**config.mk**
```make
export PLATFORM = sky130hd
export DESIGN_NAME = dcache_victim_ctrl
export DESIGN_NICKNAME = d
export VERILOG_FILES = /design/src/rtl/dcache_victim_ctrl.sv
export SDC_FILE = /design/constraint.sdc
export NUM_CORES = 1
export LEC_CHECK = 0
export ABC_CLOCK_PERIOD_IN_PS = 3000
export CAP_MARGIN = 20
export CORE_MARGIN = 10
export CORE_UTILIZATION = 50
export CTS_CLUSTER_SIZE = 30
export DETAILED_ROUTE_END_ITERATION = 10
export GPL_TIMING_DRIVEN = 0
export PLACE_DENSITY = 0.88
export SYNTH_ARGS = -nofsm -noshare
export SYNTH_HDL_FRONTEND = slang
export SYNTH_SLANG_ARGS = --single-unit
export TNS_END_PERCENT = 20
```
**constraint.sdc**
```tcl
create_clock -name clk -period 3 [get_ports clk]
set_clock_uncertainty 0.2 [all_clocks]
set_input_delay 0.6 -clock clk [delete_from_list [all_inputs] [get_ports clk]]
set_output_delay 0.6 -clock clk [all_outputs]
set_load 0.01 [all_outputs]
```
**src/rtl/dcache_victim_ctrl.sv**
```systemverilog
// rtl/dcache_victim_ctrl.sv - data cache miss/victim/flush sequencing FSM
module dcache_victim_ctrl #(
    parameter int IDX_BITS = 7
) (
    input  logic                clk,
    input  logic                rst_n,
    input  logic                lsummu2dcache_req_i,
    input  logic                lsummu2dcache_wr_i,
    input  logic                dcache_flush_i,
    input  logic                cache_hit_i,
    input  logic                cache_evict_req_i,
    input  logic                cache_valid_i,
    input  logic                victim_hit_i,
    input  logic                mem2dcache_ack_i,
    output logic                dcache2lsummu_ack_o,
    output logic                dcache_flush_ack_o,
    output logic                cache_wr_o,
    output logic                cache_line_wr_o,
    output logic                cache_line_clean_o,
    output logic                cache_wrb_req_o,
    output logic                write_to_victim_o,
    output logic                write_from_victim_o,
    output logic                dcache2mem_req_o,
    output logic                dcache2mem_wr_o,
    output logic [IDX_BITS-1:0] evict_index_o
);

    typedef enum logic [3:0] {
        IDLE, LOOKUP, SWAP, WRITEBACK, ALLOCATE,
        FLUSH_RD, FLUSH_CHK, FLUSH_WB, FLUSH_DONE
    } state_t;

    state_t              state_q, state_d;
    logic [IDX_BITS-1:0] cnt_q, cnt_d;
    logic                wr_q, wr_d;
    logic                fill_q, fill_d;
    logic                dirty;
    logic                last_line;

    // An invalid line is never treated as dirty.
    assign dirty         = cache_evict_req_i && cache_valid_i;
    assign last_line     = (cnt_q == {IDX_BITS{1'b1}});
    assign evict_index_o = cnt_q;

    always_ff @(posedge clk) begin
        if (!rst_n) begin
            state_q <= IDLE;
            cnt_q   <= '0;
            wr_q    <= 1'b0;
            fill_q  <= 1'b0;
        end else begin
            state_q <= state_d;
            cnt_q   <= cnt_d;
            wr_q    <= wr_d;
            fill_q  <= fill_d;
        end
    end

    always_comb begin
        state_d             = state_q;
        cnt_d               = cnt_q;
        wr_d                = wr_q;
        fill_d              = fill_q;
        dcache2lsummu_ack_o = 1'b0;
        dcache_flush_ack_o  = 1'b0;
        cache_wr_o          = 1'b0;
        cache_line_wr_o     = 1'b0;
        cache_line_clean_o  = 1'b0;
        cache_wrb_req_o     = 1'b0;
        write_to_victim_o   = 1'b0;
        write_from_victim_o = 1'b0;
        dcache2mem_req_o    = 1'b0;
        dcache2mem_wr_o     = 1'b0;

        unique case (state_q)
            IDLE: begin
                if (dcache_flush_i) begin
                    cnt_d   = '0;
                    state_d = FLUSH_RD;
                end else if (lsummu2dcache_req_i) begin
                    wr_d    = lsummu2dcache_wr_i;
                    state_d = LOOKUP;
                end
            end
            LOOKUP: begin
                if (cache_hit_i) begin
                    dcache2lsummu_ack_o = 1'b1;
                    cache_wr_o          = wr_q;
                    state_d             = IDLE;
                end else if (dirty) begin
                    state_d = WRITEBACK;
                end else if (victim_hit_i) begin
                    state_d = SWAP;
                end else begin
                    write_to_victim_o = cache_valid_i;
                    state_d           = ALLOCATE;
                end
            end
            SWAP: begin
                write_to_victim_o   = 1'b1;
                write_from_victim_o = 1'b1;
                state_d             = LOOKUP;
            end
            WRITEBACK: begin
                cache_wrb_req_o  = 1'b1;
                dcache2mem_req_o = 1'b1;
                dcache2mem_wr_o  = 1'b1;
                if (mem2dcache_ack_i) state_d = LOOKUP;
            end
            ALLOCATE: begin
                // Fill data lands one cycle after the ack, then the line is re-read.
                if (fill_q) begin
                    cache_line_wr_o = 1'b1;
                    fill_d          = 1'b0;
                    state_d         = LOOKUP;
                end else begin
                    dcache2mem_req_o = 1'b1;
                    if (mem2dcache_ack_i) fill_d = 1'b1;
                end
            end
            FLUSH_RD: state_d = FLUSH_CHK;
            FLUSH_CHK: begin
                if (dirty) begin
                    state_d = FLUSH_WB;
                end else if (last_line) begin
                    state_d = FLUSH_DONE;
                end else begin
                    cnt_d   = cnt_q + 1'b1;
                    state_d = FLUSH_RD;
                end
            end
            FLUSH_WB: begin
                cache_wrb_req_o  = 1'b1;
                dcache2mem_req_o = 1'b1;
                dcache2mem_wr_o  = 1'b1;
                if (mem2dcache_ack_i) begin
                    cache_line_clean_o = 1'b1;
                    if (last_line) begin
                        state_d = FLUSH_DONE;
                    end else begin
                        cnt_d   = cnt_q + 1'b1;
                        state_d = FLUSH_RD;
                    end
                end
            end
            FLUSH_DONE: begin
                dcache_flush_ack_o = 1'b1;
                cnt_d              = '0;
                state_d            = IDLE;
            end
            default: state_d = IDLE;
        endcase
    end

endmodule

```
Yosys cells after proc, flatten, opt, wreduce, memory -nomap -nowiden
Index checks and enable logic that the tools add are counted.
{"block": "totals", "elab_cells": 62, "ram_bits": 0, "output_inout_bits": 17, "latchBits": 0, "rom_bits": 0, "in_bits": 10, "mem_count": 0, "regBits": 13}
{"block": "op_classes", "mul": 0, "order_cmp": 0, "muxes": 34, "div_mod_pow": 0, "n_addsub": 1, "shifts": 0, "reduce_logical": 7, "n_eq_ne": 15, "bitwise": 1}
{"op": "$pmux W4 S8", "n": 1}
{"op": "$mux W4", "n": 7}
{"op": "$mux W7", "n": 4}
{"op": "$pmux W7 S4", "n": 1}
{"op": "$eq A4 B3 Y1 const B", "n": 4}
{"op": "$mux W1", "n": 16}
{"op": "$ne A2 B2 Y1 const B", "n": 5}
{"op": "$mux W3", "n": 3}
{"op": "$eq A4 B2 Y1 const B", "n": 2}
{"op": "$reduce_and A4 Y1", "n": 2}
{"op": "$add A7 B1 Y7 const B", "n": 1}
{"op": "$eq A7 B7 Y1 const B", "n": 1}
{"op": "$eq A4 B1 Y1 const B", "n": 1}
{"op": "$eq A4 B4 Y1 const B", "n": 1}
{"op": "$logic_not A4 Y1", "n": 1}
{"op": "$pmux W1 S2", "n": 2}
{"op": "$reduce_bool A4 Y1", "n": 1}
{"op": "$ne A3 B3 Y1 const B", "n": 1}
{"op": "$reduce_and A3 Y1", "n": 1}
{"op": "$reduce_or A2 Y1", "n": 1}
{"op": "$logic_and A1 B1 Y1", "n": 1}
{"op": "$not A1 Y1", "n": 1}

Logic depth before layout (Yosys ltp)
Gate-level depths: netlist (run 1).
{"block": "logic_depth", "word_depth": 4, "depth_mapped": 6, "depth_no_buf": 5}

Worst setup path before layout (run 1)
OpenSTA, ideal clock, no wires.
{"block": "synth_path", "path_type": "reg2out", "start": "register state_q[1]", "end": "output port write_to_victim_o", "path_buffers": 1, "arrival_time_ns": 1.407, "t_required_ns": 2.200, "stages_incl_launch_ff": 5, "setup_slack_ns": 0.793, "cell_sequence": "dfxtp_1 > buf_4 > inv_1 > nor4_1 > a31o_2"}
{"block": "synth_via", "elab_chain_cells": 2, "elab_cells_between_ends": 3, "cone_classes": "eq/ne: 2; mux: 1"}
{"element": "from (decl)", "line": "33", "source": "state_t state_q, state_d;"}
{"element": "from (signal assigned)", "line": "52", "source": "state_q <= state_d;"}
{"element": "$eq A4 B2 Y1 or $eq A4 B1 Y1 (tied branches)", "line": "75", "source": "unique case (state_q)"}
{"element": "$pmux W1 S2 (*)", "line": "75"}
{"element": "to (decl)", "line": "21", "source": "output logic write_to_victim_o,"}
Every way passes the cells marked *; elsewhere a longest branch is shown, timed or not.

Worst setup path in the final report (run 1)
Ends and elaborated chain as after synthesis.

==> results of run 1 <==
worst max-delay path, cell delays in order, from the launching register on:
cell	delay, ns
dfxtp_1	0.49
buf_4	0.23
inv_1	0.08
nor4_2	0.32
a31o_2	0.15
clkdlybuf4s50_1	0.53
through the flow:
step	hold slack [ns]	setup WS (ns)	util [%]	cells
after global placement	0.274	0.166	70.5	159
final	0.304	0.134	72.3	163
after detailed placement	0.285	0.159	70.5	159
after floorplan	0.255	0.793	-	108
after global routing	0.319	0.0418	72.3	163
after CTS	0.303	0.0766	72.0	163
routing by layer:
| metal | global-route usage [%] | up-vias | wire (µm) |
|---|---|---|---|
| met1 | 12.7 | 429 | 1050 |
| met5 | 0 | - | 0 |
| met2 | 18.6 | 22 | 1130 |
| li1 | - | 470 | - |
| met3 | 5.12 | 4 | 140 |
| met4 | 3.28 | 0 | 23 |
sequential cells by signal (all words and copies together), names as in the netlist:
| register | flops |
|---|---|
| evict_index_o | 7 |
| fill_q | 1 |
| wr_q | 1 |
| state_q | 4 |
cells in the final DEF, fill, tap and decap left out, drive strengths merged, types with 2 or more instances in the layout:
cell           Yosys  routed
dfxtp             13      13
and3               7       7
mux2i              2       2
nor4               4       4
and3b              2       2
buf                6       6
a31oi             11      11
clkbuf             0       4
nand3              3       3
and2               5       5
a21boi             2       2
nor4b              3       3
nor2               3       3
nor2b              2       2
or2b               2       2
o21ai              3       3
nor3               5       5
clkdlybuf4s50      0      26
o32ai              2       2
a21oi              4       4
nand2b             3       3
nand2              5       5
inv                6       6
nand3b             2       2
logic make-up (layout without fill, tap and decap cells):
kind of cell    count (synthesis)  count (layout)  share of synthesized area [%]
buf+inv                        12              42                           7.62
simple gates                   51              51                           38.2
compound gates                 28              28                           22.2
flops                          13              13                           27.3
mux                             3               3                           3.29
fa+ha+maj                       1               1                           1.31
worst paths after layout:
kind	from	end	slack, ns	depth (start not counted)
setup / recovery	state_q[1]$_SDFFE_PN0P_	write_to_victim_o	0.13	5
hold / removal	evict_index_o[3]$_SDFFE_PN0P_	evict_index_o[3]$_SDFFE_PN0P_	0.30	1
hold reg to reg	evict_index_o[3]$_SDFFE_PN0P_	evict_index_o[3]$_SDFFE_PN0P_	0.30	1
setup reg to reg	state_q[0]$_SDFFE_PN0P_	evict_index_o[2]$_SDFFE_PN0P_	1.15	4
cell type report:
class / instances / area [µm²] / share of cell area [%]
well taps: 25 / 31.3 / 2.45
inverters: 6 / 22.5 / 1.76
plain buffers: 6 / 50.0 / 3.92
multi-input cells: 83 / 626 / 49.0
clock buffers: 4 / 26.3 / 2.06
repair buffers: 26 / 260 / 20.4
flip-flops and latches: 13 / 260 / 20.4
power by group:
| part | internal [W] | leakage, nW | switching (W) |
|---|---|---|---|
| combinational | 0.000200 | 0.372 | 0.000191 |
| clock | 0.0000516 | 0.0150 | 0.0000551 |
| sequential | 0.000193 | 0.105 | 0.0000279 |
what timing repair did:
| item | in CTS | in global routing |
|---|---|---|
| hold buffers | 0 | 0 |
| gates resized for setup | 0 | 1 |
| setup endpoints to repair | 0 | 1 |
| setup buffers | 0 | 0 |
==> flow_metrics.tcl, run 1 <==
set metrics [dict create \
    place_congestion 0.839 \
    grt_overflow_total 0 \
    hold_viol_final 0 \
    cts_buffer_depth 2 \
    status "completed" \
    fp.dieW_um 63.6 \
    vias_per_cell 5.67 \
    core_area_um2 1760 \
    clkLatencyLatePin_ns 0.28 \
    p_leak_nw 0.492 \
    cts.clk_slew.worst_paths_ns 0.08 \
    drive_gt1_share_pct 18.8 \
    yosysTopAreaCell "dfxtp_1" \
    synthFlopType "dfxtp_1" \
    diodes 0 \
    portBuffers 26 \
    crit_type "reg -> out" \
    endpoint_kind "output pin" \
    fmax_mhz 349 \
    die_area_um2 4050 \
    first_global_vias 832 \
    grt_pass1_wl_um 3770 \
    period_needed_ns 2.87 \
    grt_setup_unrepaired "false" \
    final.period_utilization_pct 95.5 \
    ios 27 \
    layout.nets 150 \
    synth_seq_cells 13 \
    clock-sinks 13 \
    netlist_top_cells_count "13 x dfxtp_1, 11 x a31oi_1, 6 x inv_1" \
    via_count 925 \
    syn_area_um2 952 \
    max_slew.worst_pin.slew_ns 0.529 \
    nFillCells 146 \
    irDropWorstVdd_uv 684 \
    fp.dieH_um 63.6 \
    yosysMostFrequentCell "dfxtp_1" \
    synth_edf_count 0 \
    synth.distinct_cells 46 \
    cts-htree-levels 1 \
    hp-class "reg -> reg" \
    final_area_um2 1280 \
    cts_buffers 3 \
    powerDensity_nw_per_um2 562 \
    syn_nets 119 \
    track_usage_pct 11.3 \
    initial_core_util_pct 54.0 \
    grt_max_degree 11 \
    drtIter0Drc 37 \
    area_growth_pct 34.0 \
    antenna_found_initial 0 \
    maxSlewViolCount 0 \
    placed_area_um2 1240 \
    total_power_w 0.000717 \
    placementRows 15 \
    route.detailed.drc 0 \
    maxSlewHeadroom_pct 64.5 \
    crit_path_max_fanout 10 \
    cts_tree "yes" \
    ys_async_sr_fraction_pct 0 \
    wl_per_cell_um 14.4 \
    finalWirelength_um 2350 \
    post-dp-hpwl_um 1880 \
    fin_setup_tns_ns 0 \
    ys_seq_area_share_pct 27.3 \
    setup.worst_path.start_class "register" \
    netlist_instances 108 \
    finalSetupViolCount 0 \
    cp.required_ns 2.20 \
    synth.top_cell.area_share_pct 27.3 \
    drv_cap 0 \
    root_buffer "clkbuf_4" \
    ant_nets 0 \
    arrival_ns 2.07 \
    yosysWarnings 0 \
    syn_area_per_cell_um2 8.82 \
    dr.pass1.iters 4 \
    synth_area_leaders "dfxtp_1 27%, a31oi_1 7.2%, and3_1 3.3%" \
]
(Power assumes the default switching activity.)
==> inputs of run 2 (changes only) <==
Settings changed: MAX_ROUTING_LAYER from default to met4.
==> flow_metrics.tcl, run 2 (synthesis results as in run 1) <==
set metrics [dict create \
    ant_nets 0 \
    fp.dieW_um 63.6 \
    cts-htree-levels 1 \
    cp.required_ns 2.20 \
    endpoint_kind "output pin" \
    grt_max_degree 11 \
    path_buf_inv 3 \
    grt_pass1_wl_um 3770 \
    critical-path-slowest-cell "clkdlybuf4s50_1" \
    cts.clk_slew.worst_paths_ns 0.08 \
    initial_core_util_pct 54.0 \
    critical_path_depth 5 \
    largest_register_ffs 7 \
    dr.pass1.iters 4 \
    grt_setup_unrepaired "false" \
    finalWirelength_um 2350 \
    p_leak_nw 0.492 \
    fp.dieH_um 63.6 \
    core_area_um2 1760 \
    worst_r2r_path_depth 4 \
    cts_tree "yes" \
    drtIter0Drc 37 \
    post-dp-hpwl_um 1880 \
    crit_type "reg -> out" \
    hp-class "reg -> reg" \
    grt_overflow_total 0 \
    worst_hold_path.num_cells 1 \
    layout.nets 150 \
    finalSetupViolCount 0 \
    track_usage_pct 11.6 \
    ios 27 \
    mostFrequentLayoutCell "clkdlybuf4s50_1" \
    fmax_mhz 349 \
    period_needed_ns 2.87 \
    regToRegSetupSlack_ns 1.15 \
    placementRows 15 \
    final.period_utilization_pct 95.5 \
    arrival_ns 2.07 \
    clkLatencyLatePin_ns 0.28 \
    cts_buffers 3 \
    powerDensity_nw_per_um2 562 \
    area_growth_pct 34.0 \
    maxSlewHeadroom_pct 64.5 \
    fin_setup_tns_ns 0 \
    drv_cap 0 \
    clock-sinks 13 \
    status "completed" \
    diodes 0 \
    root_buffer "clkbuf_4" \
    hold_viol_final 0 \
    crit_path_max_fanout 10 \
    place_congestion 0.852 \
    wl_per_cell_um 14.4 \
    cts_buffer_depth 2 \
    die_area_um2 4050 \
    setup.worst_path.start_class "register" \
    antenna_found_initial 0 \
    vias_per_cell 5.67 \
    first_global_vias 832 \
    irDropWorstVdd_uv 684 \
    path_cells "buf_4 -> inv_1 -> nor4_2 -> a31o_2 -> clkdlybuf4s50_1" \
    via_count 925 \
    maxSlewViolCount 0 \
    crit_family "buffers and inverters" \
    max_slew.worst_pin.slew_ns 0.529 \
    worst_path_largest_cell_delay_ns 0.53 \
    drive_gt1_share_pct 18.8 \
    route.detailed.drc 0 \
    portBuffers 26 \
    nFillCells 146 \
    mostFrequentLayoutCells "26 x clkdlybuf4s50_1, 13 x dfxtp_1, 11 x a31oi_1, 6 x inv_1" \
    fin_util_pct 72.3 \
    postCtsSetupBuffers 0 \
]
run 2: cell counts in the layout (fill, tap and decap cells not counted):
Identical to the previous run, type by type.
run 2: area by class of cell:
cell class | count | area [µm²] | share of cell area [%]
Inverter | 6 | 22.5 | 1.76
Sequential cell | 13 | 260 | 20.4
Multi-Input combinational cell | 83 | 626 | 49.0
Clock buffer | 4 | 26.3 | 2.06
Buffer | 6 | 50.0 | 3.92
Timing Repair Buffer | 26 | 260 | 20.4
Tap cell | 25 | 31.3 | 2.45
run 2: worst register-to-register path, delay by kind of cell, from the launching register on:
kind / cells / cell delay (ns)
AOI/OAI and AO/OA: 2 / 0.32
DFF: 1 / 0.47
and+or+nand+nor: 2 / 0.76
run 2: timing repair:
item,4_1_cts,5_1_grt
hold buffers,0,0
gates resized for setup,0,1
endpoints found under the hold margin,0,0
endpoints found under the setup margin,0,1
run 2: worst paths after layout:
kind                                 startpoint                            end
setup / recovery        state_q[1]$_SDFFE_PN0P_              write_to_victim_o
hold / removal    evict_index_o[3]$_SDFFE_PN0P_  evict_index_o[3]$_SDFFE_PN0P_
setup reg to reg        state_q[0]$_SDFFE_PN0P_  evict_index_o[2]$_SDFFE_PN0P_
hold reg to reg   evict_index_o[3]$_SDFFE_PN0P_  evict_index_o[3]$_SDFFE_PN0P_
run 2: power by group:
group,switching [W],total (W),leakage [nW],internal (W)
clock,0.0000551,0.000107,0.0150,0.0000516
combinational,0.000191,0.000390,0.372,0.000200
sequential,0.0000279,0.000221,0.105,0.000193
total,0.000274,0.000717,0.492,0.000444
run 2: metal layers:
metal  wire [µm]  track usage (%)  part of all wire, %  vias up
li1            -                -                    -      470
met1        1070             12.9                   45      429
met2        1130             18.6                   48       22
met3         127             4.77                  5.4        4
met4          23             3.28                 0.98        0
met5           0                -                    0        -
run 2: per-stage QoR:
step                      hold slack (ns)  total power [W]  instance area [µm²]  instances  worst slack [ns]
after floorplan                     0.255         0.000505                  952        108             0.793
final                               0.304         0.000717                 1280        163             0.134
after detailed placement            0.285         0.000607                 1240        159             0.159
after global routing                0.319         0.000770                 1280        163            0.0418
after global placement              0.274         0.000602                 1240        159             0.166
after CTS                           0.303         0.000714                 1270        163            0.0766
==> inputs of run 3 (changes only) <==
Settings changed: SKIP_CTS_REPAIR_TIMING from default to 1.
==> results of run 3 <==
No change in the layout: final DEF, timing and power equal those of run 2.
==> variant, RTL diff (config.mk and constraints of run 1) <==
Make the reset (`rst_n`) asynchronous in one clocked block.
--- a/src/rtl/dcache_victim_ctrl.sv
+++ b/src/rtl/dcache_victim_ctrl.sv
@@ -42,7 +42,7 @@
     assign last_line     = (cnt_q == {IDX_BITS{1'b1}});
     assign evict_index_o = cnt_q;
 
-    always_ff @(posedge clk) begin
+    always_ff @(posedge clk or negedge rst_n) begin
         if (!rst_n) begin
             state_q <= IDLE;
             cnt_q   <= '0;
Formal check against the unedited RTL: differs if rst_n is asserted again (counterexample within 4 cycles, from zero or initial values and one cycle with rst_n low); with rst_n held inactive, the same outputs for 10 cycles.
==> variant against run 1 <==
Design area rose by 2.3%; wire length rose by 11%; worst setup slack got worse by 0.024 ns; critical endpoint is now dcache2mem_wr_o; cell count fell by 0.61%; critical path type unchanged; total power rose by 28%; synthesized cell count did not move; sequential cell count did not move; maximum frequency fell by 0.84%; area after synthesis rose by 1.8%.
==> variant: results (changes against run 1) <==
metric	value	unit	change
drt first-iter violations	36		-2.7%
GR Util met2	19.2	%	+0.56 points
met1 Use GR	15.9	%	+3.2 points
Synth Area in Compound Gates	23.4	%	+1.1 points
Avg Inst Size Synth	8.98	um2	+1.8%
post-synthesis adder-cell area fraction	1.29	%	-0.024 points
Total Nets Final	149		-0.67%
share of cells above drive strength 1	11.7	%	-7.2 points
FMAX	346	MHz	-0.84%
Fillers	142		-2.7%
Data arrival, critical path	2.09	ns	+0.02 ns
placed cell areas	0.00126	mm2	+1.4%
FF-to-FF Start	state_q[2]$_DFFE_PN0P_		
Worst Hold End	evict_index_o[0]$_DFFE_PN0P_		
worst-margin pin slew	0.581	ns	+0.0528 ns
CP endpoint	dcache2mem_wr_o		
Post-synth top cells	13 x dfrtp_1, 10 x nand2_1, 10 x nor2_1, 5 x and3_1, 5 x nand3b_1		
mux cell area share after synthesis	3.74	%	+0.46 points
top cells by area, synth	dfrtp_1 34%, nand2_1 3.9%, nand3b_1 3.9%		
Met2 Routed Length	1.22	mm	+7.8%
worst skew pair latency	0.28	ns	about the same
drt pass-1 iters	4		unchanged
FF-to-FF setup slack	0.67	ns	-0.48 ns
Final Wtd Congestion	0.828		-1.4%
dpl cells	159		unchanged
Cell variety after synth	45		-2.2%
Reg2Reg Capture Point	evict_index_o[1]$_DFFE_PN0P_		
asr flop ratio synth	100	%	+100 points
HP Start	evict_index_o[0]$_DFFE_PN0P_		
run status	complete, no violations		
GR Layer Usage met3	6.27	%	+1.1 points
met3 routed WL	232	um	+66%
gr usage total	12.9	%	+1.6 points
WHS Path Cells	1		unchanged
Pleak	0.520	nW	+5.7%
Via density	5.92		+4.3%
via count	959		+3.7%
sequential share of the synthesized area	33.5	%	+6.2 points
tightest hold margin	0.327	ns	+0.0228 ns
first-pass GRT wire length	4.35	mm	+15%
pin count of the biggest net entering global routing	14		+3
wl on met1	1.12	mm	+6.5%
most numerous cell in the Yosys netlist	dfrtp_1		
crit path launch	state_q[0]$_DFFE_PN0P_		
hpwl dp	1.94	mm	+3.5%
number of global-route vias before repair	891		+7.1%
worst slack, placed	0.105	ns	-0.0534 ns
Clock transition at path regs	0.07	ns	
[variant: changes by cell type after synthesis, sizes merged, moves of 4 or more]
cell     delta
dfxtp      -13
buf         -4
nand2       +5
nor2        +7
a2111oi     +5
nor3        -4
a31oi      -11
dfrtp      +13
[variant: final cells by class]
class                           count  area, um2  share of cell area (%)
Clock buffer                        4       26.3                    2.01
Multi-Input combinational cell     86        627                    48.0
Tap cell                           25       31.3                    2.40
Buffer                              4       20.0                    1.53
Sequential cell                    13        325                    24.9
Timing Repair Buffer               26        260                    19.9
Inverter                            4       15.0                    1.15
[variant: worst max-delay path: cells and delay by family, from the launching register on]
family	cells	cell delay, ns
buffers and inverters	3	1.02
flip-flops	1	0.44
AND/OR/NAND/NOR	2	0.36
[variant: power by group]
part           internal [mW]  switching (mW)
Sequential             0.218          0.0720
Clock                 0.0517          0.0575
Combinational          0.268           0.251
[variant: timing repair]
item                                    CTS  global route
endpoints found under the setup margin    3             4
endpoints found under the hold margin     0             0
gates resized for setup                   2             1
